==> src/rtl/regfile_pkg.sv <==
// regfile_pkg
//   Shared definitions for the multi-port register file: the clear-sweep
//   state encoding and a helper that locates a port's slice inside the
//   flattened address/data buses.
package regfile_pkg;

  typedef enum logic {
    RF_IDLE  = 1'b0,
    RF_CLEAR = 1'b1
  } rf_state_e;

  // Lowest bit of port 'port' in a bus packed as port k at [k*width +: width].
  function automatic int port_lsb(input int port, input int width);
    return port * width;
  endfunction

endpackage

==> src/rtl/regfile_clear_seq.sv <==
// regfile_clear_seq
//   Sequencer for the register-file clear sweep. In IDLE a sampled i_clear
//   starts a sweep that zeroes one register per clock, from 0 up to NREGS-1,
//   then returns to IDLE. Writes arriving while the sweep runs are dropped
//   and reported one cycle later on o_wr_drop.
//
//   Ports
//     clk        in   clock, state updates on posedge
//     i_rst_n    in   asynchronous active-low reset
//     i_clear    in   start request, honoured only in IDLE
//     i_wenable  in   write request from the datapath (for drop reporting)
//     clr_en     out  sweep active: array must write 0 to clr_addr
//     clr_addr   out  register being cleared this cycle
//     o_busy     out  sweep in progress (from the state register)
//     o_wr_drop  out  registered pulse: last cycle's write was discarded
module regfile_clear_seq #(
  parameter int NREGS  = 32,
  parameter int ADDR_W = $clog2(NREGS)
) (
  input  logic              clk,
  input  logic              i_rst_n,
  input  logic              i_clear,
  input  logic              i_wenable,
  output logic              clr_en,
  output logic [ADDR_W-1:0] clr_addr,
  output logic              o_busy,
  output logic              o_wr_drop
);

  import regfile_pkg::*;

  localparam logic [ADDR_W-1:0] LAST_ADDR = ADDR_W'(NREGS - 1);

  rf_state_e         state;
  rf_state_e         state_next;
  logic [ADDR_W-1:0] cnt;
  logic [ADDR_W-1:0] cnt_next;

  // NOTE: state registers use non-blocking assignments so every flop samples
  // the pre-edge values regardless of process ordering.
  always_ff @(posedge clk or negedge i_rst_n) begin
    if (!i_rst_n) begin
      state <= RF_IDLE;
      cnt   <= '0;
    end else begin
      state <= state_next;
      cnt   <= cnt_next;
    end
  end

  // NOTE: every output of this block is given a default first so no path
  // leaves a value unassigned and no latch is inferred.
  always_comb begin
    state_next = state;
    cnt_next   = cnt;
    case (state)
      RF_IDLE: begin
        if (i_clear) begin
          state_next = RF_CLEAR;
          cnt_next   = '0;
        end
      end
      RF_CLEAR: begin
        // i_clear is ignored here; the sweep never restarts mid-way.
        if (cnt == LAST_ADDR) begin
          state_next = RF_IDLE;
          cnt_next   = '0;
        end else begin
          cnt_next = cnt + ADDR_W'(1);
        end
      end
      default: begin
        state_next = RF_IDLE;
        cnt_next   = '0;
      end
    endcase
  end

  // One pulse per dropped write; stays high while drops continue.
  always_ff @(posedge clk or negedge i_rst_n) begin
    if (!i_rst_n) begin
      o_wr_drop <= 1'b0;
    end else begin
      o_wr_drop <= (state == RF_CLEAR) && i_wenable;
    end
  end

  assign clr_en   = (state == RF_CLEAR);
  assign clr_addr = cnt;
  assign o_busy   = clr_en;

endmodule

==> src/rtl/regfile_mp.sv <==
// regfile_mp
//   Parametrised register file for the decode stage: NRD combinational read
//   ports with same-cycle write-through bypass, one write port, optional
//   hardwired-zero register 0, a sequenced clear sweep and a flattened
//   snapshot bus for the debug dump path.
//
//   Ports
//     clk          in   clock
//     i_rst_n      in   asynchronous active-low reset, clears every register
//     i_wenable    in   write request
//     i_waddr      in   write address
//     i_wdata      in   write data
//     i_rd_addr    in   read addresses, port k at [k*ADDR_W +: ADDR_W]
//     o_rd_data    out  read data, port k at [k*DATA_W +: DATA_W]
//     i_clear      in   start clear sweep (acted on only when idle)
//     o_busy       out  clear sweep in progress
//     o_wr_drop    out  previous cycle's write was dropped by the sweep
//     o_registers  out  array snapshot, register 0 in the MSBs
module regfile_mp #(
  parameter int DATA_W   = 32,
  parameter int NREGS    = 32,
  parameter int ADDR_W   = $clog2(NREGS),
  parameter int NRD      = 2,
  parameter bit ZERO_REG = 1'b1
) (
  input  logic                    clk,
  input  logic                    i_rst_n,
  input  logic                    i_wenable,
  input  logic [ADDR_W-1:0]       i_waddr,
  input  logic [DATA_W-1:0]       i_wdata,
  input  logic [NRD*ADDR_W-1:0]   i_rd_addr,
  output logic [NRD*DATA_W-1:0]   o_rd_data,
  input  logic                    i_clear,
  output logic                    o_busy,
  output logic                    o_wr_drop,
  output logic [NREGS*DATA_W-1:0] o_registers
);

  import regfile_pkg::*;

  logic [DATA_W-1:0] regs [NREGS];
  logic              clr_en;
  logic [ADDR_W-1:0] clr_addr;
  logic              wr_ok;

  regfile_clear_seq #(
    .NREGS  (NREGS),
    .ADDR_W (ADDR_W)
  ) u_clear_seq (
    .clk       (clk),
    .i_rst_n   (i_rst_n),
    .i_clear   (i_clear),
    .i_wenable (i_wenable),
    .clr_en    (clr_en),
    .clr_addr  (clr_addr),
    .o_busy    (o_busy),
    .o_wr_drop (o_wr_drop)
  );

  // A write to register 0 with ZERO_REG set is swallowed silently, not dropped.
  assign wr_ok = i_wenable && !clr_en && !(ZERO_REG && (i_waddr == '0));

  // NOTE: the array is reset explicitly because reset must leave the file
  // architecturally zero; this forces flops rather than a RAM macro.
  always_ff @(posedge clk or negedge i_rst_n) begin
    if (!i_rst_n) begin
      for (int i = 0; i < NREGS; i++) begin
        regs[i] <= '0;
      end
    end else if (clr_en) begin
      regs[clr_addr] <= '0;
    end else if (wr_ok) begin
      regs[i_waddr] <= i_wdata;
    end
  end

  // Read ports: hardwired zero beats bypass, bypass beats the array.
  // Bypass is disabled during the sweep since those writes never land.
  for (genvar k = 0; k < NRD; k++) begin : g_rd
    logic [ADDR_W-1:0] addr;
    logic [DATA_W-1:0] data;

    assign addr = i_rd_addr[port_lsb(k, ADDR_W) +: ADDR_W];

    always_comb begin
      data = regs[addr];
      if (!clr_en && i_wenable && (i_waddr == addr)) begin
        data = i_wdata;
      end
      if (ZERO_REG && (addr == '0)) begin
        data = '0;
      end
    end

    assign o_rd_data[port_lsb(k, DATA_W) +: DATA_W] = data;
  end

  // Snapshot shows array contents only, register 0 in the top slice.
  for (genvar i = 0; i < NREGS; i++) begin : g_snap
    assign o_registers[(NREGS-1-i)*DATA_W +: DATA_W] = regs[i];
  end

endmodule
==> config.mk <==
export PLATFORM = sky130hd
export DESIGN_NAME = regfile_mp
export DESIGN_NICKNAME = d
export VERILOG_FILES = /design/src/rtl/regfile_pkg.sv /design/src/rtl/regfile_clear_seq.sv /design/src/rtl/regfile_mp.sv
export SDC_FILE = /design/constraint.sdc
export NUM_CORES = 2
export LEC_CHECK = 0
export ABC_CLOCK_PERIOD_IN_PS = 2500
export CORE_AREA = 2 2 444 446
export DETAILED_ROUTE_END_ITERATION = 10
export DIE_AREA = 0 0 446 448
export PLACE_DENSITY = 0.58
export SYNTH_ARGS = -nofsm -noshare
export SYNTH_HDL_FRONTEND = slang
export SYNTH_SLANG_ARGS = --single-unit
==> constraint.sdc <==
create_clock -name clk -period 2.5 [get_ports clk]
set_input_delay 0.375 -clock clk [delete_from_list [all_inputs] [get_ports clk]]
set_output_delay 0.375 -clock clk [all_outputs]
set_load 0.05 [all_outputs]
==> run summary <==
result of the run: finished, violations left
failing checks: negative setup slack
Max stage delay cell, worst path: mux4_2
RD Place Congestion: 1.03
Max stage delay on crit path: 460 ps
Die Footprint: 0.200 mm2
Initial Util: 28.0%
Crit Path Max Fanout: 2
worst setup margin: -855 ps
post-route ant nets: 0
dpl ws: -1010 ps
Final min period: 3360 ps
port bufs: 1,140
pwr/cell area: 859 mW/mm2
CP required: 2120 ps
count of different cell masters after synthesis: 72
max frequency: 298 MHz
Tot Pwr: 73,600 uW
CTS buffer count: 121
Register Area: 0.0258 mm2
initial antenna violation count: 33
Post-synth EDFFs: 0
grt ovf: 0
first-pass GRT wire length: 524,000 um
Mapped Area: 0.0545 mm2
critical path, cell by cell: mux4_2 > mux2_4 > o2111a_2 > a311oi_2 > buf_4 > a21oi_4 > buf_6
Slew Viols, Final: 0
CTS tree: done
DR WL/cell: 45.0 um
Iter 0 DRT Violations: 7,576
endpoints failing setup: 64
vias in the first global route: 54,831
multi-input logic area: 0.0283 mm2
Worst Max-Slew Pin Slew: 927 ps
area delta synth->final: 57.3%
Remaining DRCs: 0
Mapped Avg Cell Area: 13.2 um2
post-synthesis sequential area ratio: 47.4%
gr usage total: 38.9%
Total Routed Length: 400,000 um
part of the cycle the worst path needs: 134%
Vias/cell: 6.34
Main synth FF type: dfrtp_1
HPWL Detailed: 308,000 um
Bufs on Longest Clock Path: 3
Hold WC Path Type: input port to flop
Fin Clk Skew: 37.5 ps
leading cell type in the layout, fill and taps excluded: buf_4
Synth Register Bits: 1,031
CP endpoint kind: primary output
DR pass1 iterations: 7
RSZ-0062 raised after global routing: yes
maximum vdd drop: 0.677 mV
largest net degree at the start of global routing: 87
Worst Path Arrival: 2980 ps
Worst slew margin: 37.8%
clock slew at reported path FFs: 60 ps
CORE AREA: 0.195 mm2
Sink Count: 1,031
startpoint class of the critical path: flop
most frequent cells in the layout: buf_4, dfrtp_1, a22o_1
Post-Synthesis Net Count: 4,194
final-report hold violation count: 0
Die Height: 448 um
worst skew pair latency: 840 ps
nets: 6,276
H-tree depth: 3
root buffer cell: clkbuf_16
CP Class: flop to primary output
FP Rows: 162
Via Count: 56,323
share of layout cells above drive strength 1: 39.5%
Ys Warns: 0
chip width: 446 um
Leak Pwr: 0.0424 uW
Synth Instances: 4,138
Max Cap Violations: 0
# fillers: 18,173
io pins: 1,141
Synth async-reset ratio: 100%
[final timing paths]
check,from,end,slack (ps),depth (start not counted)
worst max-delay path,o_registers[414]$_DFFE_PN0P_,o_rd_data[30],-860,7
worst min-delay path,i_wdata[18],o_registers[658]$_DFFE_PN0P_,30,2
worst max register to register,u_clear_seq.clr_en$_DFF_PN0_,o_registers[423]$_DFFE_PN0P_,180,6
worst min register to register,o_registers[748]$_DFFE_PN0P_,o_registers[748]$_DFFE_PN0P_,550,1
min in group asynchronous,i_rst_n,o_registers[834]$_DFFE_PN0P_,190,2
max in group asynchronous,i_rst_n,o_registers[296]$_DFFE_PN0P_,1210,4
[through the flow]
| stage | hold slack (ps) | utilization [%] | cell area (um2) | setup TNS, ps | cells |
|---|---|---|---|---|---|
| 2_1_floorplan | 79.4 | - | 54800 | -175 | 4138 |
| 3_3_place_gp | 384 | 41.1 | 80000 | -180810 | 8580 |
| 3_5_place_dp | 387 | 41.1 | 80000 | -194220 | 8580 |
| 4_1_cts | 0.376 | 43.7 | 85000 | -46350 | 8845 |
| 5_1_grt | 40.1 | 44.0 | 85700 | -48330 | 8868 |
| 6_report | 33.5 | 44.0 | 85700 | -45760 | 8885 |
[critical path, delay by kind of cell (launching register included)]
family                 cells  cell delay [ps]
muxes                      2              770
AOI/OAI and AO/OA          3              660
DFF                        1              400
buffers and inverters      2              330
[cell type report]
type	count	area share [%]
multi-input combinational	2554	33.0
sequential	1031	30.1
timing repair buffer	2502	28.3
clock buffer	173	4.10
tap	2542	3.71
clock inverter	52	0.658
antenna	21	0.0613
inverter	10	0.0438
[registers in the layout, summed over array words and instances (netlist names)]
signal	count
o_registers	1024
u_clear_seq.clr_addr	5
u_clear_seq.clr_en	1
u_clear_seq.o_wr_drop	1
[metal layers]
layer	GRT usage [%]	vias to the layer above	part of all wire, %
li1	-	20976	-
met1	46.9	29381	36
met2	57.6	4762	43
met3	12.7	1192	12
met4	29.6	12	9.8
met5	0	-	0.022
[cell usage after synthesis (50+ instances only)]
library cell,number,area [um2]
a221oi_1,53,464
buf_2,79,395
a22o_1,1000,8760
o21ai_0,58,290
o22ai_1,98,613
a22oi_1,50,375
nor2_1,87,327
dfrtp_1,1031,25800
mux4_2,360,8110
mux2i_1,271,2710
clkbuf_1,346,1300
a21oi_1,80,400
mux2_2,52,586
[logic make-up (layout without fill, tap and decap cells)]
group / count (synthesis) / after routing / share of synthesized area (%)
mux: 686 / 686 / 21.1
compound gates: 1493 / 1493 / 22.5
fa+ha+maj: 5 / 5 / 0.115
xor+xnor: 12 / 12 / 0.193
simple gates: 358 / 358 / 3.68
buf+inv: 553 / 2737 / 5.11
other cells: 0 / 21 / 0
flops: 1031 / 1031 / 47.4
[repair_timing]
action                                 in CTS  in global routing
gates resized for setup                   935                153
endpoints found under the hold margin      51                  0
hold buffers                                4                  0
pin swaps                                  78                 69
gates cloned                                2                  0
buffers inserted                           54                 32
setup endpoints to repair                 697                120
[where the power goes]
group          internal, uW  switching (uW)  total (uW)  leakage [uW]
logic                 11300           21200       32500        0.0262
clock network         10700            8010       18700       0.00201
registers             19200            3240       22400        0.0142
total                 41200           32400       73600        0.0424
No activity file was read; power rests on OpenSTA's default activity.
